## src/rtl/seq_pattern_tx_if.sv

```systemverilog
// Handshake and serial-line bundle for seq_pattern_tx.
// master drives the request side, slave is the transmitter.
interface seq_pattern_tx_if #(
  parameter int WIDTH = 3,
  parameter int CNT_W = 4
);
  logic             start;
  logic [WIDTH-1:0] pattern;
  logic [CNT_W-1:0] repeat_count;
  logic             ready;
  logic             out;
  logic             valid;
  logic             done;

  modport master (
    output start,
    output pattern,
    output repeat_count,
    input  ready,
    input  out,
    input  valid,
    input  done
  );

  modport slave (
    input  start,
    input  pattern,
    input  repeat_count,
    output ready,
    output out,
    output valid,
    output done
  );
endinterface

```

## src/rtl/seq_pattern_tx.sv

```systemverilog
// Serial pattern transmitter: shifts a captured pattern out
// MSB-first, back-to-back for a captured repeat count.
module seq_pattern_tx #(
  parameter int WIDTH = 3,
  parameter int CNT_W = 4
) (
  input logic             clock,
  input logic             reset,
  seq_pattern_tx_if.slave bus
);

  localparam int BW =
    ($clog2(WIDTH) > 1) ? $clog2(WIDTH) : 1;
  localparam logic [BW-1:0] LAST = BW'(WIDTH - 1);

  typedef enum logic [1:0] {
    IDLE,
    SHIFT,
    DONE
  } state_t;

  state_t           state;
  state_t           state_nx;
  logic [WIDTH-1:0] pat_q;
  logic [WIDTH-1:0] pat_nx;
  logic [WIDTH-1:0] shift_q;
  logic [WIDTH-1:0] shift_nx;
  logic [BW-1:0]    bit_q;
  logic [BW-1:0]    bit_nx;
  logic [CNT_W-1:0] rep_q;
  logic [CNT_W-1:0] rep_nx;

  // state and datapath registers
  always_ff @(posedge clock) begin
    if (reset) begin
      state   <= IDLE;
      pat_q   <= '0;
      shift_q <= '0;
      bit_q   <= '0;
      rep_q   <= '0;
    end else begin
      state   <= state_nx;
      pat_q   <= pat_nx;
      shift_q <= shift_nx;
      bit_q   <= bit_nx;
      rep_q   <= rep_nx;
    end
  end

  // next-state: capture, shift, reload between repetitions
  always_comb begin
    state_nx = state;
    pat_nx   = pat_q;
    shift_nx = shift_q;
    bit_nx   = bit_q;
    rep_nx   = rep_q;
    unique case (state)
      IDLE: begin
        if (bus.start) begin
          pat_nx   = bus.pattern;
          shift_nx = bus.pattern;
          rep_nx   = bus.repeat_count;
          if (bus.repeat_count != '0) begin
            state_nx = SHIFT;
            bit_nx   = LAST;
          end else begin
            state_nx = DONE;
          end
        end
      end
      SHIFT: begin
        if (bit_q == '0) begin
          if (rep_q > CNT_W'(1)) begin
            shift_nx = pat_q;
            rep_nx   = rep_q - CNT_W'(1);
            bit_nx   = LAST;
          end else begin
            shift_nx = shift_q << 1;
            state_nx = DONE;
          end
        end else begin
          shift_nx = shift_q << 1;
          bit_nx   = bit_q - BW'(1);
        end
      end
      DONE: begin
        state_nx = IDLE;
      end
      default: begin
        state_nx = IDLE;
      end
    endcase
  end

  // Moore outputs decoded from registered state
  always_comb begin
    bus.ready = (state == IDLE);
    bus.valid = (state == SHIFT);
    bus.done  = (state == DONE);
    bus.out   = (state == SHIFT) & shift_q[WIDTH-1];
  end

endmodule

```

## src/flat_wrapper.sv

```systemverilog
// flat-port wrapper written by rule: the top's interface ports become plain ports
module seq_pattern_tx_flat 
#(
  parameter int WIDTH = 3,
  parameter int CNT_W = 4
)
  (clock, reset, bus_start, bus_pattern, bus_repeat_count, bus_ready, bus_out, bus_valid, bus_done);
  seq_pattern_tx_if #(.WIDTH(WIDTH), .CNT_W(CNT_W)) bus_i ();
  input logic clock;
  input logic reset;
  input wire logic [$bits(bus_i.start)-1:0] bus_start;
  input wire logic [$bits(bus_i.pattern)-1:0] bus_pattern;
  input wire logic [$bits(bus_i.repeat_count)-1:0] bus_repeat_count;
  output wire logic [$bits(bus_i.ready)-1:0] bus_ready;
  output wire logic [$bits(bus_i.out)-1:0] bus_out;
  output wire logic [$bits(bus_i.valid)-1:0] bus_valid;
  output wire logic [$bits(bus_i.done)-1:0] bus_done;
  assign bus_i.start = bus_start;
  assign bus_i.pattern = bus_pattern;
  assign bus_i.repeat_count = bus_repeat_count;
  assign bus_ready = bus_i.ready;
  assign bus_out = bus_i.out;
  assign bus_valid = bus_i.valid;
  assign bus_done = bus_i.done;
  seq_pattern_tx #(.WIDTH(WIDTH), .CNT_W(CNT_W)) u_core (.clock(clock), .reset(reset), .bus(bus_i));
endmodule
```

## config.mk

```make
export PLATFORM = sky130hd
export DESIGN_NAME = seq_pattern_tx_flat
export DESIGN_NICKNAME = d
export VERILOG_FILES = /design/src/rtl/seq_pattern_tx_if.sv /design/src/rtl/seq_pattern_tx.sv /design/src/flat_wrapper.sv
export SDC_FILE = /design/constraint.sdc
export NUM_CORES = 1
export LEC_CHECK = 0
export CAP_MARGIN = 5
export CORE_ASPECT_RATIO = 1.1
export CORE_MARGIN = 3
export CORE_UTILIZATION = 53
export CTS_CLUSTER_SIZE = 25
export DETAILED_ROUTE_END_ITERATION = 12
export PLACE_DENSITY = 0.8
export SLEW_MARGIN = 30
export SYNTH_ARGS = -nofsm -noshare
export SYNTH_HDL_FRONTEND = slang
export SYNTH_SLANG_ARGS = --single-unit
```

## constraint.sdc

```tcl
create_clock -name clock -period 3.82 [get_ports clock]
set_input_delay 0.382 -clock clock [delete_from_list [all_inputs] [get_ports clock]]
set_output_delay 0.382 -clock clock [all_outputs]
set_load 0.02 [all_outputs]
```

==> results.json <==
{
  "period_minus_slack_ps": 2240,
  "setup_viol": 0,
  "skew_ps": 1.94,
  "grt_max_degree": 17,
  "synth.top_cells.by_area": "dfxtp_1 (36%), ha_1 (6.4%), nand2_1 (4.3%), a21oi_1 (3.8%), a31oi_1 (3.2%)",
  "ys_types": 39,
  "grt_usage": 0.205,
  "max_slew.worst_pin.slew_ps": 544,
  "synth-adder-area-share": 0.0641,
  "synthesis.nets": 102,
  "antenna_cells": 0,
  "ys_dominant_reg_cell": "dfxtp_1",
  "die-area_um2": 1970,
  "p_comb_frac": 0.335,
  "postSynthAreaPerCell_um2": 8.87,
  "hold_violations": 0,
  "final.period_utilization": 0.586,
  "num_rows": 13,
  "routed_via_density": 6.08,
  "clockRootBuffer": "clkbuf_4",
  "clkSlewWorstSetupHoldPaths_ps": 80,
  "final_common_cell": "dfxtp_1",
  "pwr-share-seq": 0.457,
  "vias": 699,
  "yosys_warnings": 0,
  "outcome": "completed",
  "whs_ps": 460,
  "grt_pass1_wl_um": 2930,
  "synthSimpleGateAreaFrac": 0.224,
  "cp-start-kind": "register",
  "cap_violations": 0,
  "worst_setup_path_end_kind": "output port",
  "cts.sinks": 14,
  "synth_top_family_by_area": "compound AO/OA/AOI/OAI gates",
  "power_density_nw_per_um2": 425,
  "post-route-util": 0.724,
  "fin_area_um2": 931,
  "cts.path.max_buffers": 2,
  "coreArea_um2": 1280,
  "nets": 116,
  "rsz0062_at_grt": "no",
  "postCtsHoldBufs": 0,
  "placedCellCount": 112,
  "async_flop_share": 0,
  "setup-tns-final_ps": 0,
  "synth_edf_count": 0,
  "synth_compound_area_frac": 0.260,
  "criticalPathCategory": "reg -> out",
  "syn_area_um2": 781,
  "hold_path_class": "reg -> reg",
  "chipWidth_um": 42.6,
  "cp.arrival_ps": 1860,
  "gp_congestion": 0.748,
  "layout-drive-gt1-share": 0.100,
  "synthCells": 88,
  "drc": 0,
  "fin_cells": 115,
  "area_growth_pct": 19.2,
  "post_dp_cell_area_um2": 908,
  "cts_buffers": 3,
  "cts_tree": "done",
  "ys_seq_elements": 14,
  "path_max_fanout": 11,
  "final_cell_mix": "dfxtp_1 (14), clkdlybuf4s50_1 (13), nand2_1 (9)",
  "routed_wl_um": 1690,
  "power_uw": 396,
  "place_ws_ps": 1900,
  "peakVddDrop_mv": 0.308,
  "placement.io_buffers": 13,
  "slew_viol_final": 0,
  "power.internal_uw": 262,
  "gr-total-overflow": 0,
  "cts.htree.levels": 1,
  "p_clk_frac": 0.208,
  "p_sw_uw": 134,
  "slew_headroom": 0.636,
  "first_iter_violations": 13,
  "switching_share": 0.339,
  "first_pass_iters": 4,
  "yosysTopAreaCell": "dfxtp_1",
  "cts_resized": 0,
  "power_leakage_nw": 0.343,
  "wl_per_cell_um": 14.7,
  "initial_core_util": 0.608,
  "postCtsSetupBuffers": 0,
  "boundaryPins": 14,
  "dpl.hpwl_um": 1230,
  "netlist.area_leader.share": 0.359,
  "drtAntennaViolNets": 0,
  "die_h_um": 46.3,
  "grt_pass1_vias": 699,
  "antenna_found_initial": 0,
  "muxShareOfSynthArea": 0.0256,
  "setup_ws_ps": 1580,
  "cp.required_ps": 3440,
  "synth_xor_area_frac": 0.0112,
  "ys_seq_area_frac": 0.359,
  "clock_latency_ps": 280,
  "fmax_mhz": 447
}
layout make-up:
class | count | area, um^2
clock buffers | 3 | 22.5
well taps | 15 | 18.8
flip-flops and latches | 14 | 280
repair buffers | 13 | 130
fillers | 107 | 354
multi-input cells | 64 | 457
inverters | 6 | 22.5
worst max-delay path, cell delays in order (launching register included):
cell             delay [ps]
dfxtp_1                 540
nand2b_4                110
inv_2                   170
and2_1                  150
clkdlybuf4s50_1         590
cell families after synthesis:
kind of cell	count (synthesis)
AOI/OAI and AO/OA	26
xor gates and xnor gates	1
adders and majority gates	4
buffers and inverters	10
DFF	14
muxes	2
and+or+nand+nor	31
sequential cells by signal, indices dropped and copies added, names as in the netlist:
signal          count
u_core.state        2
u_core.rep_q        4
u_core.shift_q      3
u_core.bit_q        2
u_core.pat_q        3
per-layer routing:
layer | up-vias | GRT usage | share of wire
met4 | 0 | 0.180 | 0.039
met3 | 7 | 0.0352 | 0.046
met5 | - | 0 | 0
met2 | 22 | 0.343 | 0.46
li1 | 352 | - | -
met1 | 318 | 0.227 | 0.45
synth_stat cells (2+ instances only):
| cell type | n |
|---|---|
| nor2_1 | 6 |
| o22ai_1 | 2 |
| a21boi_1 | 2 |
| dfxtp_1 | 14 |
| a21oi_1 | 6 |
| buf_2 | 2 |
| a31oi_1 | 4 |
| mux2i_1 | 2 |
| nand3_1 | 3 |
| nor3_1 | 3 |
| inv_1 | 5 |
| ha_1 | 4 |
| nand2_1 | 9 |
power by group through the flow:
stage | Combinational (mW) | Sequential, mW | Clock [mW]
2_1_floorplan | 0.102 | 0.176 | 0
3_3_place_gp | 0.130 | 0.183 | 0
3_5_place_dp | 0.131 | 0.184 | 0
4_1_cts | 0.132 | 0.180 | 0.0860
5_1_grt | 0.147 | 0.184 | 0.0911
6_report | 0.133 | 0.181 | 0.0825
worst paths after layout:
path	depth (start not counted)	endpoint	startpoint	slack (ps)
worst max-delay path	4	bus_out	u_core.state[0]	1580
worst min register to register	2	u_core.pat_q[1]	u_core.pat_q[1]	460
worst min-delay path	2	u_core.pat_q[1]	u_core.pat_q[1]	460
worst max register to register	6	u_core.rep_q[3]	u_core.rep_q[0]	2050
(Power assumes the default switching activity.)
